## src/rtl/pwm_pkg.sv

```systemverilog
// Shared types and constants for the multi-channel PWM generator.
package pwm_pkg;

    localparam int unsigned PRESCALE_1MS = 32768;
    localparam int unsigned PERIOD_10MS  = 10;

    typedef enum logic [0:0] {
        IDLE = 1'b0,
        RUN  = 1'b1
    } state_t;

    // Counter width for a modulus of n; never narrower than one bit.
    function automatic int unsigned cnt_w(input int unsigned n);
        return (n > 1) ? $clog2(n) : 1;
    endfunction

endpackage

```

## src/rtl/pwm_timebase.sv

```systemverilog
// Prescaler plus tick counter; one wrap of the tick counter is one PWM period.
module pwm_timebase
    import pwm_pkg::*;
#(
    parameter int unsigned PRESCALE = PRESCALE_1MS,
    parameter int unsigned PERIOD   = PERIOD_10MS
) (
    input  logic                      clk,
    input  logic                      rst,
    input  logic                      clr,
    input  logic                      en,
    output logic [cnt_w(PERIOD)-1:0]  tick_cnt,
    output logic                      period_end
);

    localparam int unsigned PS_W = cnt_w(PRESCALE);
    localparam int unsigned TK_W = cnt_w(PERIOD);
    localparam logic [PS_W-1:0] PS_LAST = PS_W'(PRESCALE - 1);
    localparam logic [TK_W-1:0] TK_LAST = TK_W'(PERIOD - 1);

    logic [PS_W-1:0] presc;
    logic            tick;

    assign tick       = en && (presc == PS_LAST);
    assign period_end = tick && (tick_cnt == TK_LAST);

    // Synchronous clear has priority over counting.
    always_ff @(posedge clk or posedge rst) begin
        if (rst) begin
            presc    <= '0;
            tick_cnt <= '0;
        end else if (clr) begin
            presc    <= '0;
            tick_cnt <= '0;
        end else if (en) begin
            if (tick) begin
                presc    <= '0;
                tick_cnt <= period_end ? '0 : tick_cnt + TK_W'(1);
            end else begin
                presc <= presc + PS_W'(1);
            end
        end
    end

endmodule

```

## src/rtl/pwm_multi.sv

```systemverilog
// Multi-channel PWM: shared timebase, per-channel shadow/active duties,
// continuous or counted-burst operation.
module pwm_multi
    import pwm_pkg::*;
#(
    parameter int unsigned NCH      = 4,
    parameter int unsigned PRESCALE = PRESCALE_1MS,
    parameter int unsigned PERIOD   = PERIOD_10MS,
    parameter int unsigned DUTY_W   = 4,
    parameter int unsigned BURST_W  = 8
) (
    input  logic                   clk,
    input  logic                   rst,
    input  logic                   start,
    input  logic                   stop,
    input  logic                   mode,
    input  logic [BURST_W-1:0]     burst_len,
    input  logic                   duty_wr,
    input  logic [cnt_w(NCH)-1:0]  duty_ch,
    input  logic [DUTY_W-1:0]      duty_val,
    output logic [NCH-1:0]         pwm_out,
    output logic                   busy,
    output logic                   period_end,
    output logic                   done
);

    localparam int unsigned CH_W  = cnt_w(NCH);
    localparam int unsigned TK_W  = cnt_w(PERIOD);
    localparam int unsigned CMP_W = (DUTY_W > TK_W) ? DUTY_W : TK_W;

    state_t              state;
    state_t              state_next;
    logic                run;
    logic                accept;
    logic                tb_clear;
    logic [TK_W-1:0]     tick_cnt;
    logic                mode_lat;
    logic [BURST_W-1:0]  burst_lat;
    logic [BURST_W-1:0]  burst_cnt;
    logic [DUTY_W-1:0]   shadow [NCH];
    logic [DUTY_W-1:0]   active [NCH];

    assign run      = (state == RUN);
    assign accept   = !run && start && !stop;
    assign tb_clear = !run || stop;
    assign busy     = run;
    assign done     = run && period_end && mode_lat && !stop
                      && (burst_cnt == burst_lat - BURST_W'(1));

    pwm_timebase #(
        .PRESCALE (PRESCALE),
        .PERIOD   (PERIOD)
    ) u_timebase (
        .clk        (clk),
        .rst        (rst),
        .clr        (tb_clear),
        .en         (run),
        .tick_cnt   (tick_cnt),
        .period_end (period_end)
    );

    always_ff @(posedge clk or posedge rst) begin
        if (rst) begin
            state <= IDLE;
        end else begin
            state <= state_next;
        end
    end

    always_comb begin
        state_next = state;
        case (state)
            IDLE:    if (accept) state_next = RUN;
            RUN:     if (stop || done) state_next = IDLE;
            default: state_next = IDLE;
        endcase
    end

    // Burst configuration is frozen at start; the period count restarts with it.
    always_ff @(posedge clk or posedge rst) begin
        if (rst) begin
            mode_lat  <= 1'b0;
            burst_lat <= '0;
            burst_cnt <= '0;
        end else if (accept) begin
            mode_lat  <= mode;
            burst_lat <= (burst_len == '0) ? BURST_W'(1) : burst_len;
            burst_cnt <= '0;
        end else if (stop) begin
            burst_cnt <= '0;
        end else if (run && period_end) begin
            burst_cnt <= burst_cnt + BURST_W'(1);
        end
    end

    // Active duties only change at period boundaries so no pulse is ever cut.
    always_ff @(posedge clk or posedge rst) begin
        if (rst) begin
            for (int i = 0; i < NCH; i++) begin
                shadow[i] <= '0;
                active[i] <= '0;
            end
        end else begin
            for (int i = 0; i < NCH; i++) begin
                if (accept || period_end) begin
                    active[i] <= shadow[i];
                end
                if (duty_wr && (duty_ch == CH_W'(i))) begin
                    shadow[i] <= duty_val;
                end
            end
        end
    end

    always_ff @(posedge clk or posedge rst) begin
        if (rst) begin
            pwm_out <= '0;
        end else begin
            for (int i = 0; i < NCH; i++) begin
                pwm_out[i] <= run && !stop && (CMP_W'(tick_cnt) < CMP_W'(active[i]));
            end
        end
    end

endmodule

```

## config.mk

```make
export PLATFORM = sky130hd
export DESIGN_NAME = pwm_multi
export DESIGN_NICKNAME = d
export VERILOG_FILES = /design/src/rtl/pwm_pkg.sv /design/src/rtl/pwm_timebase.sv /design/src/rtl/pwm_multi.sv
export SDC_FILE = /design/constraint.sdc
export NUM_CORES = 1
export LEC_CHECK = 0
export BUFFER_PORTS_ARGS = -buffer_cell sky130_fd_sc_hd__buf_2
export CAP_MARGIN = 20
export CORE_MARGIN = 4
export CORE_UTILIZATION = 56
export DETAILED_ROUTE_END_ITERATION = 10
export PLACE_DENSITY = 0.86
export SYNTH_ARGS = -nofsm -noshare
export SYNTH_HDL_FRONTEND = slang
export SYNTH_HIERARCHICAL = 1
export SYNTH_SLANG_ARGS = --single-unit
```

## constraint.sdc

```tcl
create_clock -name clk -period 2.8 [get_ports clk]
set_clock_uncertainty 0.15 [all_clocks]
set_input_delay 0 -clock clk [delete_from_list [all_inputs] [get_ports clk]]
set_output_delay 0 -clock clk [all_outputs]
set_load 0.03 [all_outputs]
```

==> reports/results.ini <==
[status]
status = completed

[global_route]
overflow = 0
grt_max_degree = 55
antenna_found_initial = 0
grt_pass1_vias = 2848
gr-usage-all-layers = 0.2084
grt_pass1_wl_um = 13610

[route]
wl_per_cell_um = 17.16
wl_met3_um = 280
drt-met1-wl_um = 3360
topRoutingLayerUsed = met4
finalWirelength_um = 8118
vias = 2733
remaining_drc_errors = 0
ant_nets = 0
avgViaCountPerCell = 5.778
drt_first_pass_iters = 4
route.met2.wl_um = 4275
drt_iter0_drc = 171

[setup_path]
r2r_cells = 8
critPathArrivalTime_ns = 2.54
crit_type = reg2out
r2r_end = burst_cnt[5]
crit_chain = inv_1 > ha_1 > and3b_1 > and3_1 > nand2_1 > nor3_1 > o2111ai_2 > a211oi_2 > clkbuf_4
worstPathRequired_ns = 2.65
rr_startpoint = u_timebase/tick_cnt[1]
end_kind = output port
cpMaxStageDelayCell = dfrtp_2
crit_path_start_kind = flop
cp_slowest_stage_delay_ns = 0.47
ff2ff_setup_slack_ns = 0.14
critical_path.top_delay_family = simple AND/OR/NAND/NOR gates
critPathMaxFanout = 8
worst-path-buf-inv = 2

[logic_synthesis]
ys.flop_type = dfrtp_1
synth-simple-area-share = 0.1563
synth_top_area_share = 0.4804
yosysWarnings = 6
synth_cell_types = 51
yosys.area.top_type = dfrtp_1
synth_fa_ha_area_frac = 0.05594
synth-xor-area-share = 0.05758
synth-seq-cells = 73
avgSynthCellArea_um2 = 11.25
synth-async-reset-ratio = 1.000
netlist_instances = 338
synth_top_family_by_area = simple AND/OR/NAND/NOR gates
muxShareOfSynthArea = 0.1208
synth_area_um2 = 3802
synth_top_cells_by_area = dfrtp_1, mux2_2, ha_1, xnor2_1, nor2_1
syn_nets = 375
synth_compound_gate_area_share = 0.08753
synth-edff-count = 0
yosysSeqAreaShare = 0.4804

[hold_path]
whs_path_depth = 3
worstHoldStart = duty_wr
min_path_type = in2reg
hold_end = shadow[4]

[place]
port_buffers = 26
dp_cells = 434
place_congestion = 0.9214
pre_cts_slack_ns = 0.2998
dpl_cell_area_um2 = 3988
hpwlAfterDp_um = 5358

[sta]
max_freq_mhz = 371.8
min_period_ns = 2.690
final-hold-violation-count = 0
slew_headroom = 0.4888
worst_pin_slew_ns = 0.7651
min_period_over_period = 0.9607
finalSetupViolations = 0
slew_violations = 0
worst_slack_ns = 0.1102
fin_setup_tns_ns = 0

[die]
dieArea_um2 = 8172
io_pins = 27
initial_utilization = 0.5887
core_area_um2 = 6459
die_w_um = 90.40
rows = 29
die_h_um = 90.40

[pwr]
leakagePower_nw = 2.034
finalPower_mw = 2.799
irDropWorstVdd_v = 0.0004864
power.density_nw_per_um2 = 626.9

[finish]
n_antenna_cell = 0
layout_commonest_cell = dfrtp_1
area_delta_synth_final_pct = 17.41
final_cell_mix = dfrtp_1, nor2_1, mux2_2
final_area_um2 = 4464
instances_no_fill = 473
nets = 428
drive_gt1_frac = 0.2399

[clock_network]
cts.sinks = 73
clock_latency_ns = 0.35
clockRootBuffer = clkbuf_8
path_clk_slew_ns = 0.08
cts_tree = done
numCtsBuffers = 9
htree_levels = 3
ctsLongestPathBuffers = 2

[job]
cap_violations = 0

power by group:
group          switching [mW]  internal [mW]  leakage, nW  total (mW)
clock network           0.399          0.547        0.115       0.946
logic                   0.250          0.271        0.990       0.521
registers               0.117           1.21        0.928        1.33
worst register-to-register path: cells and delay by family (launching register included):
family / cells / cell delay (ns)
compound gates: 1 / 0.22
fa+ha+maj: 1 / 0.19
buf+inv: 1 / 0.09
flops: 1 / 0.47
simple gates: 5 / 1.46
state kept, by name, summed over array words and instances (netlist names):
| name | cells |
|---|---|
| active | 16 |
| shadow | 16 |
| u_timebase/presc | 15 |
| burst_cnt | 8 |
| burst_lat | 8 |
| pwm_out | 4 |
| u_timebase/tick_cnt | 4 |
| busy | 1 |
| mode_lat | 1 |
metrics by stage:
| stage | util | hold slack (ns) |
|---|---|---|
| floorplan | - | -0.1989 |
| global placement | 0.6174 | 0.01708 |
| detailed placement | 0.6174 | 0.02390 |
| CTS | 0.6838 | 0.04118 |
| global route | 0.6912 | 0.04994 |
| finish | 0.6912 | 0.03639 |
layer usage:
metal / vias to the layer above / track usage
li1: 1287 / -
met1: 1367 / 0.2497
met2: 59 / 0.3597
met3: 20 / 0.04250
met4: 0 / 0.09694
met5: - / 0
kinds of logic (layout without fill, tap and decap cells):
kind of cell	after synthesis	count (layout)
fa+ha+maj	17	17
buf+inv	33	91
mux	41	41
xor+xnor	25	25
simple gates	106	106
compound gates	43	43
flops	73	73
worst max-delay path by stage:
stage | from | end | slack (ns) | cells past startpoint
2_1_floorplan | u_timebase/tick_cnt[1] | busy | 0.16 | 9
3_3_place_gp | u_timebase/presc[5] | burst_cnt[5] | 0.46 | 7
3_5_place_dp | u_timebase/tick_cnt[1] | burst_cnt[5] | 0.30 | 8
4_1_cts | u_timebase/tick_cnt[1] | done | 0.03 | 9
5_1_grt | u_timebase/tick_cnt[1] | burst_cnt[5] | -0.04 | 8
6_report | u_timebase/tick_cnt[1] | done | 0.11 | 9
Yosys cell counts, types with 3 or more instances:
| master | instances |
|---|---|
| nand3_1 | 6 |
| a211oi_1 | 6 |
| nand2_1 | 13 |
| mux2_1 | 10 |
| nor2_1 | 31 |
| inv_1 | 21 |
| o21ai_0 | 7 |
| xnor2_1 | 16 |
| buf_2 | 3 |
| dfrtp_1 | 73 |
| clkbuf_1 | 4 |
| nand4_1 | 7 |
| ha_1 | 17 |
| buf_6 | 3 |
| a21o_1 | 9 |
| xor2_1 | 9 |
| mux2_2 | 29 |
| nand2b_1 | 13 |
| a21oi_1 | 8 |
| nor3_1 | 9 |
| nor4_1 | 5 |
| nand3b_1 | 3 |
| and3_1 | 3 |
final cells by class:
type,count,area [um^2]
fill,450,1994
sequential,73,1829
multi-input combinational,232,1823
timing repair buffer,54,407.9
clock buffer,11,151.4
tap,77,96.34
inverter,21,78.83
clock inverter,5,77.57
repair_timing:
item | CTS | global route
buffers inserted | 0 | 1
endpoints found under the setup margin | 0 | 1
hold buffers | 20 | 1
hold endpoints to repair | 103 | 8
resized for setup | 0 | 4
Power figures use the tool's default switching activity.
